--- config.mk ---
export PLATFORM = sky130hd
export DESIGN_NAME = square_flat
export DESIGN_NICKNAME = d
export VERILOG_FILES = /design/src/rtl/square_if.sv /design/src/rtl/square.sv /design/src/flat_wrapper.sv
export SDC_FILE = /design/constraint.sdc
export NUM_CORES = 1
export LEC_CHECK = 0
export ABC_AREA = 0
export BUFFER_PORTS_ARGS = -buffer_cell sky130_fd_sc_hd__buf_2
export CORE_ASPECT_RATIO = 1.75
export CORE_MARGIN = 8
export CORE_UTILIZATION = 45
export DETAILED_ROUTE_END_ITERATION = 10
export MAX_ROUTING_LAYER = met4
export PLACE_DENSITY = 0.75
export SLEW_MARGIN = 20
export SYNTH_ARGS = -nofsm -noshare
export SYNTH_HDL_FRONTEND = slang
export SYNTH_SLANG_ARGS = --single-unit
--- constraint.sdc ---
create_clock -name clk -period 4.8 [get_ports clk]
set_input_delay 0.24 -clock clk [delete_from_list [all_inputs] [get_ports clk]]
set_output_delay 0.24 -clock clk [all_outputs]
set_load 0.1 [all_outputs]
--- src/rtl/square_if.sv ---
// Strobe/acknowledge handshake bundle for the iterative squarer:
// operand in on input_a*, full-width result out on output_z*.
interface square_if #(
  parameter int WIDTH = 32
);
  logic [WIDTH-1:0]   input_a;
  logic               input_a_stb;
  logic               input_a_ack;
  logic [2*WIDTH-1:0] output_z;
  logic               output_z_stb;
  logic               output_z_ack;

  modport master (
    output input_a,
    output input_a_stb,
    input  input_a_ack,
    input  output_z,
    input  output_z_stb,
    output output_z_ack
  );

  modport slave (
    input  input_a,
    input  input_a_stb,
    output input_a_ack,
    output output_z,
    output output_z_stb,
    input  output_z_ack
  );
endinterface

--- src/rtl/square.sv ---
// Iterative unsigned squarer: z = a*a, one radix-2 shift-add step per clock,
// operand and result exchanged over strobe/acknowledge handshakes.
module square #(
  parameter int WIDTH = 32
) (
  input  logic     clk,
  input  logic     rst,
  square_if.slave  bus
);

  localparam int ZW = 2 * WIDTH;
  localparam int CW = (WIDTH > 1) ? $clog2(WIDTH) : 1;
  localparam logic [CW-1:0] CNT_LAST = CW'(WIDTH - 1);
  localparam logic [CW-1:0] CNT_ONE  = CW'(1);

  typedef enum logic [1:0] {
    GET_A    = 2'd0,
    MULTIPLY = 2'd1,
    PUT_Z    = 2'd2
  } state_t;

  // One shift-add step: add the multiplicand shifted by i when bit i is set.
  function automatic logic [ZW-1:0] shift_add_step(
    input logic [ZW-1:0]    acc,
    input logic [WIDTH-1:0] a,
    input logic [CW-1:0]    i
  );
    logic [ZW-1:0] partial;
    if (a[i]) begin
      partial = ZW'(a) << i;
    end else begin
      partial = '0;
    end
    return acc + partial;
  endfunction

  state_t          state_q, state_d;
  logic [WIDTH-1:0] a_q, a_d;
  logic [ZW-1:0]   acc_q, acc_d;
  logic [ZW-1:0]   z_q, z_d;
  logic [CW-1:0]   cnt_q, cnt_d;
  logic            ack_q, ack_d;
  logic            stb_q, stb_d;
  logic [ZW-1:0]   sum_s;

  assign sum_s = shift_add_step(acc_q, a_q, cnt_q);

  // Next-state and next-output computation for the handshake/iteration FSM.
  always_comb begin
    state_d = state_q;
    a_d     = a_q;
    acc_d   = acc_q;
    z_d     = z_q;
    cnt_d   = cnt_q;
    ack_d   = ack_q;
    stb_d   = stb_q;
    case (state_q)
      GET_A: begin
        ack_d = 1'b1;
        if (bus.input_a_stb && ack_q) begin
          a_d     = bus.input_a;
          acc_d   = '0;
          cnt_d   = '0;
          ack_d   = 1'b0;
          state_d = MULTIPLY;
        end else begin
          state_d = GET_A;
        end
      end
      MULTIPLY: begin
        acc_d = sum_s;
        cnt_d = cnt_q + CNT_ONE;
        if (cnt_q == CNT_LAST) begin
          z_d     = sum_s;
          stb_d   = 1'b1;
          state_d = PUT_Z;
        end else begin
          state_d = MULTIPLY;
        end
      end
      PUT_Z: begin
        if (bus.output_z_ack) begin
          stb_d   = 1'b0;
          ack_d   = 1'b1;
          state_d = GET_A;
        end else begin
          state_d = PUT_Z;
        end
      end
      default: begin
        state_d = GET_A;
        ack_d   = 1'b0;
        stb_d   = 1'b0;
        cnt_d   = '0;
        acc_d   = '0;
      end
    endcase
  end

  // State and registered-output flops; reset wins over any handshake.
  always_ff @(posedge clk) begin
    if (rst) begin
      state_q <= GET_A;
      a_q     <= '0;
      acc_q   <= '0;
      z_q     <= '0;
      cnt_q   <= '0;
      ack_q   <= 1'b0;
      stb_q   <= 1'b0;
    end else begin
      state_q <= state_d;
      a_q     <= a_d;
      acc_q   <= acc_d;
      z_q     <= z_d;
      cnt_q   <= cnt_d;
      ack_q   <= ack_d;
      stb_q   <= stb_d;
    end
  end

  assign bus.input_a_ack  = ack_q;
  assign bus.output_z     = z_q;
  assign bus.output_z_stb = stb_q;

endmodule

--- src/flat_wrapper.sv ---
// flat-port wrapper written by rule: the top's interface ports become plain ports
module square_flat 
#(
  parameter int WIDTH = 32
)
  (clk, rst, bus_input_a, bus_input_a_stb, bus_input_a_ack, bus_output_z, bus_output_z_stb, bus_output_z_ack);
  square_if #(.WIDTH(WIDTH)) bus_i ();
  input  logic clk;
  input  logic rst;
  input wire logic [$bits(bus_i.input_a)-1:0] bus_input_a;
  input wire logic [$bits(bus_i.input_a_stb)-1:0] bus_input_a_stb;
  output wire logic [$bits(bus_i.input_a_ack)-1:0] bus_input_a_ack;
  output wire logic [$bits(bus_i.output_z)-1:0] bus_output_z;
  output wire logic [$bits(bus_i.output_z_stb)-1:0] bus_output_z_stb;
  input wire logic [$bits(bus_i.output_z_ack)-1:0] bus_output_z_ack;
  assign bus_i.input_a = bus_input_a;
  assign bus_i.input_a_stb = bus_input_a_stb;
  assign bus_input_a_ack = bus_i.input_a_ack;
  assign bus_output_z = bus_i.output_z;
  assign bus_output_z_stb = bus_i.output_z_stb;
  assign bus_i.output_z_ack = bus_output_z_ack;
  square #(.WIDTH(WIDTH)) u_core (.clk(clk), .rst(rst), .bus(bus_i));
endmodule
# == After elaboration in Yosys (flattened, before gate mapping) ==
# Index checks and enable logic that the tools add are counted.
# totals
in_bits,36
wordCells,44
out_inout_bits,66
reg_bits,169
# classes
reduce_logical,7
n_lt_le_gt_ge,1
n_addsub,2
n_eq_ne,6
n_mux,17
bitwise,3
shift,1
# op_table
op,n
$pmux 64 s3,1
$mux 64,2
$add 64x64->64,1
$shl 32x5->64,1
$pmux 5 s3,1
$reduce_and 2->1,4
$lt 5x6->1 const B,1
$mux 1,6
$pmux 1 s3,2
$pmux 2 s3,1
$add 5x1->5 const B,1
$bmux 1 s5,1
$eq 5x5->1 const B,1
$mux 5,1
$mux 2,2
$ne 2x1->1 const B,2
$not 1->1,3
$reduce_and 3->1,1
$eq 2x1->1 const B,1
$eq 2x2->1 const B,1
$logic_not 2->1,1
$ne 2x2->1 const B,1
$logic_and 1x1->1,1

# == Depth between registers and ports, before layout ==
# Gate-level depths: netlist of the first run.
# logic_depth
word_depth,5
depth_mapped,24
ltp_nobuf,20

# == Worst setup path after synthesis of the first run ==
# No wires, ideal clock.
# synth_timing
kind,reg2reg
startpoint,reg u_core.cnt_q[0]
endpoint,reg u_core.z_q[60] (netlist: u_core.bus.output_z[60])
stages_incl_launch_ff,21
path_buffers,4
arrival_ps,4442
required_time_ps,4679
period_less_slack_ps,4563
setup_slack_ps,237
setup_time_ps,121
cell_sequence,dfxtp_1 -> buf_2 -> mux4_2 -> mux4_2 -> nand2_1 -> and2_1 -> clkbuf_1 -> buf_2 -> a211oi_1 -> ha_1 -> buf_2 -> a21oi_2 -> o21bai_1 -> a21oi_1 -> o2111ai_1 -> a2111oi_2 -> or4b_4 -> o21ai_4 -> a221oi_2 -> xor2_1 -> o21ai_1
# synth_between
elab_chain_len,4
elab_cells_between_ends,7
classes_between,1 x add/sub; 1 x eq/ne; 1 x shift; 3 x mux; 1 x reduce/logical
# synth_rtl
element,line_no,source
from (decl),square.sv:41,"logic [CW-1:0] cnt_q, cnt_d;"
from (signal assigned),square.sv:115,cnt_q <= cnt_d;
$bmux 1 s5,square.sv:29,if (a[i]) begin
$mux 1 (not written as such),square.sv:29,
$mux 64,square.sv:29,
$add 64x64->64,square.sv:34,return acc + partial;
to (signal assigned),square.sv:114,z_q <= z_d;
to (decl),square.sv:40,"logic [ZW-1:0] z_q, z_d;"
# Several ways; a longest one is shown, not always the timed one. The select of a mux whose other input is x is not followed.
# A chain may end at the register's enable or synchronous reset.

# == Worst setup path after layout of the first run ==
# layout_timing
startpoint,reg u_core.cnt_q[0]
endpoint,reg u_core.acc_q[63]
# layout_between
elab_chain_len,5
elab_cells_between_ends,6
classes_between,1 x add/sub; 1 x shift; 4 x mux
# layout_rtl
element,line_no,source
$bmux 1 s5,square.sv:29,
$mux 1 (not written as such),square.sv:29,
$mux 64 *,square.sv:29,
$add 64x64->64 *,square.sv:34,
$pmux 64 s3 *,square.sv:57,case (state_q)
to (signal assigned),square.sv:105,acc_q <= '0;
to (signal assigned),square.sv:113,acc_q <= acc_d;
to (decl),square.sv:39,"logic [ZW-1:0] acc_q, acc_d;"
# Mark *: on every way between the ends. The rest lies on a longest branch, timed or not. The select of a mux whose other input is x is not followed.

==> impl_metrics.tcl, run 1 <==
set metrics [dict create \
    dieWidth_um 139 \
    cts_tree "done" \
    hold_path.class "in2reg" \
    drv_cap 0 \
    cts_buffer_depth 2 \
    cts_htree_levels 4 \
    dpl.hpwl_mm 31.6 \
    period_share 0.984 \
    ant_nets 0 \
    status "completed" \
    finalInstanceArea_um2 15300 \
    cts_root_buf "clkbuf_16" \
    end_kind "flop" \
    synthTopCellsByArea "dfxtp_1, nand2_1, a21oi_1" \
    io_pins 102 \
    synth.most_common_cell "nand2_1" \
    fmax_ghz 0.212 \
    wirelength_mm 41.7 \
    ys_types 72 \
    layout_min_cycle_time_ps 4720 \
    antenna_found_initial 0 \
    p_seq_frac 0.447 \
    drive_gt1_frac 0.267 \
    worstPathRequired_ps 5200 \
    initial_core_util 0.458 \
    route.detailed.drc 0 \
    dr.pass1.iters 5 \
    place_area_um2 13900 \
    grt_max_degree 80 \
    clock_skew_ps 15.6 \
    setup_viol 0 \
    grt_usage 0.259 \
    min-delay-start "bus_input_a[15]" \
    grt_pass1_vias 12500 \
    io_buffers 101 \
    synth_cells 1574 \
    numCtsBuffers 17 \
    antenna_cells 0 \
    tightestPinTransition_ps 1070 \
    nets 1910 \
    startpoint_type "flop" \
    async_reset_ff_frac 0 \
    avgRoutedWirePerCell_um 19.5 \
    netlist.area_leader.share 0.285 \
    ys_seq_elements 169 \
    drtIter0Drc 773 \
    grt_pass1_wl_mm 64.5 \
    p_clk_frac 0.434 \
    ys.flop_type "dfxtp_1" \
    vias 12400 \
    reg2reg_depth 22 \
    hold_viol_final 0 \
    r2r_start "u_core.cnt_q[0]" \
    cts_sinks 169 \
    power.net_switching_mw 0.876 \
    power_leakage_nw 6.12 \
    clkTransAtPathRegs_ps 70 \
    powerDensity_nw_per_um2 210 \
    clk_latency_ps 480 \
    comb_power_share 0.119 \
    synth_edf_count 0 \
    rows 78 \
    ys_seq_area_frac 0.285 \
    place_congestion 0.995 \
    finalSetupTns_ps 0 \
    synth_top_cell_by_area "dfxtp_1" \
    hold_depth 3 \
    min_to "u_core.a_q[15]" \
    drv_slew 0 \
    syn_nets 1676 \
    synth_common_cells "nand2_1, a21oi_1, dfxtp_1, nor2_1, clkbuf_1" \
    die_y_um 231 \
    overflow 0 \
    max_slew_margin 0.287 \
    reg2reg_slack_ps 80 \
    critPathKind "reg2reg" \
    rsz0062_at_grt "yes" \
    syn2layout_area_growth_pct 28.5 \
    swShare 0.273 \
    core_um2 26000 \
    r2r_end "u_core.acc_q[63]" \
    syn-cell-area_um2 11900 \
    arrival_ps 5130 \
    peakVddDrop_uv 235 \
    avgSynthCellArea_um2 7.55 \
    p_int_mw 2.33 \
    viasPerCell 5.78 \
    dieArea_um2 32100 \
    yosysWarnings 0 \
    critPathMaxFanout 6 \
]
==> layout by cell type, fill, tap and decap left out, types with 11 or more instances in the layout <==
cell type      synthesis  final
a211oi_1              20     18
ha_1                  65     55
dlygate4sd3_1          0     20
o21bai_1              17     17
a22o_1                23     23
mux2i_1               45     40
o21ai_1               13     21
nand2_1              276    271
mux2_2                38     38
nand3_1               18     18
nor2_1               158    152
o21a_1                11     11
a22oi_1               33     33
clkbuf_16              0     20
o21ai_0               65     52
a21o_1                20     20
nor2b_1               22     20
a21oi_2                5     23
xor2_1                15     14
xnor2_1               40     36
dfxtp_1              169    166
buf_4                  0    185
nand2b_1              14     11
nand4_1               27     27
buf_2                 22    100
inv_1                 34     34
a21oi_1              205    187
==> worst max-delay path by stage <==
| stage | startpoint | end | cells after the start |
|---|---|---|---|
| 6_report | u_core.cnt_q[0] | u_core.acc_q[63] | 22 |
| 5_1_grt | u_core.cnt_q[0] | u_core.acc_q[63] | 21 |
| 4_1_cts | u_core.cnt_q[0] | u_core.bus.output_z[52] | 21 |
| 3_5_place_dp | u_core.cnt_q[0] | u_core.bus.output_z[63] | 19 |
| 3_3_place_gp | u_core.cnt_q[0] | u_core.acc_q[55] | 20 |
| 2_1_floorplan | u_core.cnt_q[0] | u_core.bus.output_z[60] | 20 |
==> area by class of cell <==
| class | count | area [um2] |
|---|---|---|
| timing repair buffer | 319 | 2340 |
| clock buffer | 22 | 474 |
| tap | 320 | 400 |
| inverter | 35 | 131 |
| sequential | 169 | 3390 |
| multi-input combinational | 1266 | 8440 |
| fill | 2362 | 10700 |
| clock inverter | 10 | 95.1 |
==> layer usage <==
metal	track usage	up-vias	wire [um]	part of all wire
met4	0.179	0	2580	0.062
met5	-	-	0	0
li1	-	6062	-	-
met3	0.0362	147	1380	0.033
met2	0.472	311	22000	0.53
met1	0.252	5851	15800	0.38
==> cell families (layout without fill, tap and decap cells) <==
| group | count (synthesis) | count (layout) | synth area share |
|---|---|---|---|
| xor+xnor | 56 | 56 | 0.0419 |
| simple gates | 569 | 569 | 0.208 |
| buf+inv | 139 | 386 | 0.0462 |
| fa+ha+maj | 66 | 66 | 0.0701 |
| mux | 93 | 93 | 0.0928 |
| flops | 169 | 169 | 0.285 |
| compound gates | 482 | 482 | 0.257 |
==> through the flow <==
| stage | hold WS (ps) | utilization | setup slack, ps | cells | power [mW] |
|---|---|---|---|---|---|
| 4_1_cts | 0.969 | 0.567 | 5.82 | 2134 | 3.20 |
| 3_5_place_dp | 443 | 0.535 | -188 | 2079 | 1.81 |
| 3_3_place_gp | 439 | 0.535 | -120 | 2079 | 1.81 |
| 6_report | 8.62 | 0.588 | 77.6 | 2141 | 3.21 |
| 2_1_floorplan | 376 | - | 237 | 1574 | 1.66 |
| 5_1_grt | 18.6 | 0.588 | -83.8 | 2141 | 3.30 |
==> critical path, stage by stage (launching register included) <==
cell       delay [ps]
dfxtp_4           380
buf_12            130
mux4_2            500
mux4_2            540
nand2b_4          110
and2_4            200
clkbuf_16         160
buf_4             100
a211oi_2           60
ha_4              350
a21oi_1           100
buf_4             160
o211ai_1          110
a21oi_2           110
o31ai_2           230
buf_4             170
nor3b_4           180
a21oi_2            70
buf_4             160
o21ai_4           270
a21oi_2           110
or3_1             310
a31oi_1           120
==> timing repair <==
item,in CTS,in global routing
hold buffers,20,0
gates resized for setup,9,102
pin swaps,4,51
buffers inserted,3,5
setup endpoints to repair,23,50
cloned,0,3
hold endpoints to repair,20,0
==> sequential cells by signal, summed over array words and instances (netlist names) <==
register,cells
u_core.state_q,2
u_core.bus.input_a_ack,1
u_core.acc_q,64
u_core.bus.output_z,64
u_core.a_q,32
u_core.cnt_q,5
u_core.bus.output_z_stb,1
==> power groups by stage <==
stage	combinational [mW]	sequential, mW	clock [mW]
final	0.382	1.43	1.39
after global routing	0.406	1.44	1.46
after global placement	0.340	1.47	0
after CTS	0.358	1.43	1.41
after detailed placement	0.341	1.47	0
after floorplan	0.193	1.47	0
No activity file was read; power rests on OpenSTA's default activity.
==> inputs of run 2 (changes only) <==
--- a/config.mk
+++ b/config.mk
@@ -9,11 +9,11 @@
 export BUFFER_PORTS_ARGS = -buffer_cell sky130_fd_sc_hd__buf_2
 export CORE_ASPECT_RATIO = 1.75
 export CORE_MARGIN = 8
-export CORE_UTILIZATION = 45
+export CORE_UTILIZATION = 55
 export DETAILED_ROUTE_END_ITERATION = 10
 export MAX_ROUTING_LAYER = met4
-export PLACE_DENSITY = 0.75
-export SLEW_MARGIN = 20
+export PLACE_DENSITY = 0.87
+export SLEW_MARGIN = 25
 export SYNTH_ARGS = -nofsm -noshare
 export SYNTH_HDL_FRONTEND = slang
 export SYNTH_SLANG_ARGS = --single-unit
==> run 2 against run 1 <==
Effect of this change:
- register-to-register slack lost 80 ps
- clock skew shrank 3.4 ps
- maximum frequency shrank 1.6%
- cell count shrank 4.8%
- non-clock buffer count shrank 37
- worst setup slack lost 77 ps
- clock power is essentially flat
==> impl_metrics.tcl, run 2 (synthesis gave the netlist of run 1 again) <==
set metrics [dict create \
    status "completed" \
    final_cell_count_no_fill 2038 \
    syn2layout_area_growth_pct 23.4 \
    critPathKind "reg2reg" \
    ant_nets 0 \
    hold_path.class "in2reg" \
    holdWs_ps 16.8 \
    power_leakage_nw 5.90 \
    setup_viol 0 \
    hold_depth 3 \
    cts_root_buf "clkbuf_16" \
    min-delay-start "bus_input_a[4]" \
    max_slew_margin 0.408 \
    fmax_ghz 0.208 \
    cts_htree_levels 4 \
    viasPerCell 6.07 \
    nets 1873 \
    drv_slew 0 \
    place_congestion 1.04 \
    grt_pass1_wl_mm 61.0 \
    clkTransAtPathRegs_ps 60 \
    place_inst 2000 \
    core_um2 21300 \
    cts_buffer_depth 2 \
    dr.pass1.iters 6 \
    r2r_start "u_core.cnt_q[0]" \
    grt_pass1_vias 12100 \
    avgRoutedWirePerCell_um 19.2 \
    antenna_found_initial 0 \
    dieWidth_um 127 \
    layout_common_cells "nand2_1, a21oi_1, buf_4, dfxtp_1, nor2_1" \
    dpl.hpwl_mm 29.9 \
    cts_sinks 169 \
    reg2reg_depth 19 \
    antenna_cells 0 \
    critPathMaxFanout 8 \
    holdBufCountCts 0 \
    vias 12400 \
    reg2reg_slack_ps 0.6 \
    rows 71 \
    clk_latency_ps 460 \
    final_common_cell "nand2_1" \
    die_y_um 210 \
    layout_min_cycle_time_ps 4800 \
    io_pins 102 \
    peakVddDrop_uv 230 \
    overflow 0 \
    arrival_ps 5120 \
    drv_cap 0 \
    wirelength_mm 39.2 \
    worstPathRequired_ps 5120 \
    rsz0062_at_grt "yes" \
    drtIter0Drc 909 \
    cts_tree "done" \
    drive_gt1_frac 0.247 \
    numCtsBuffers 17 \
    min_to "u_core.a_q[4]" \
    powerDensity_nw_per_um2 215 \
    io_buffers 101 \
    route.detailed.drc 0 \
    end_kind "flop" \
    tightestPinTransition_ps 888 \
    initial_core_util 0.558 \
    r2r_end "u_core.acc_q[56]" \
    clock_skew_ps 12.2 \
    startpoint_type "flop" \
    fin_util 0.688 \
    finalPower_mw 3.15 \
    grt_max_degree 89 \
    period_share 1.00 \
    grt_usage 0.293 \
    hold_viol_final 0 \
    dieArea_um2 26800 \
]
## run 2: power breakdown
part	internal (mW)	switching (mW)
registers	1.42	0.0174
clock network	0.769	0.606
logic	0.136	0.207
total	2.32	0.831
## run 2: worst max-delay path, cell delays in order (launching register included)
cell and delay (ps):
dfxtp_4 360, buf_6 130, mux4_2 480, mux4_2 520, nand2b_4 110, buf_8 120, or3_4 150, nor2_1 60
ha_1 320, buf_4 150, o211ai_1 120, a21oi_4 180, o21ai_2 110, o31ai_4 420, a2111oi_4 150, or4b_4 610
o21ai_4 240, o22ai_1 110, xor2_1 240, o21ai_1 90
## run 2: layout make-up
| class | count | area, um2 |
|---|---|---|
| flip-flops and latches | 169 | 3390 |
| clock inverters | 9 | 91.3 |
| multi-input cells | 1266 | 8280 |
| repair buffers | 282 | 1970 |
| fillers | 1770 | 6650 |
| well taps | 255 | 319 |
| inverters | 35 | 131 |
| clock buffers | 22 | 484 |
## run 2: worst max-delay path by stage
stage,startpoint,slack (ps),to
2_1_floorplan,u_core.cnt_q[0],240,u_core.bus.output_z[60]
3_3_place_gp,u_core.cnt_q[0],-140,u_core.bus.output_z[59]
3_5_place_dp,u_core.cnt_q[0],-290,u_core.bus.output_z[63]
4_1_cts,u_core.cnt_q[0],3,u_core.acc_q[60]
5_1_grt,u_core.cnt_q[0],-90,u_core.acc_q[56]
6_report,u_core.cnt_q[0],0.6,u_core.acc_q[56]
## run 2: routing by layer
| metal | wire length, um | share of wire | vias up | GRT usage |
|---|---|---|---|---|
| met5 | 0 | 0 | - | - |
| met4 | 2460 | 0.063 | 0 | 0.195 |
| met3 | 1650 | 0.042 | 161 | 0.0387 |
| met2 | 20600 | 0.52 | 444 | 0.528 |
| met1 | 14500 | 0.37 | 5785 | 0.289 |
| li1 | - | - | 5984 | - |
## run 2: through the flow
step | setup TNS [ps] | setup slack [ps] | area [um2]
6_report | 0 | 0.635 | 14700
5_1_grt | -532 | -88.5 | 14700
4_1_cts | 0 | 3.22 | 14300
3_5_place_dp | -2280 | -285 | 13700
3_3_place_gp | -576 | -144 | 13700
2_1_floorplan | 0 | 237 | 11900
## run 2: what timing repair did
action,4_1_cts,5_1_grt
buffers inserted,0,7
pin swaps,0,18
resized for setup,5,73
endpoints found under the setup margin,23,45
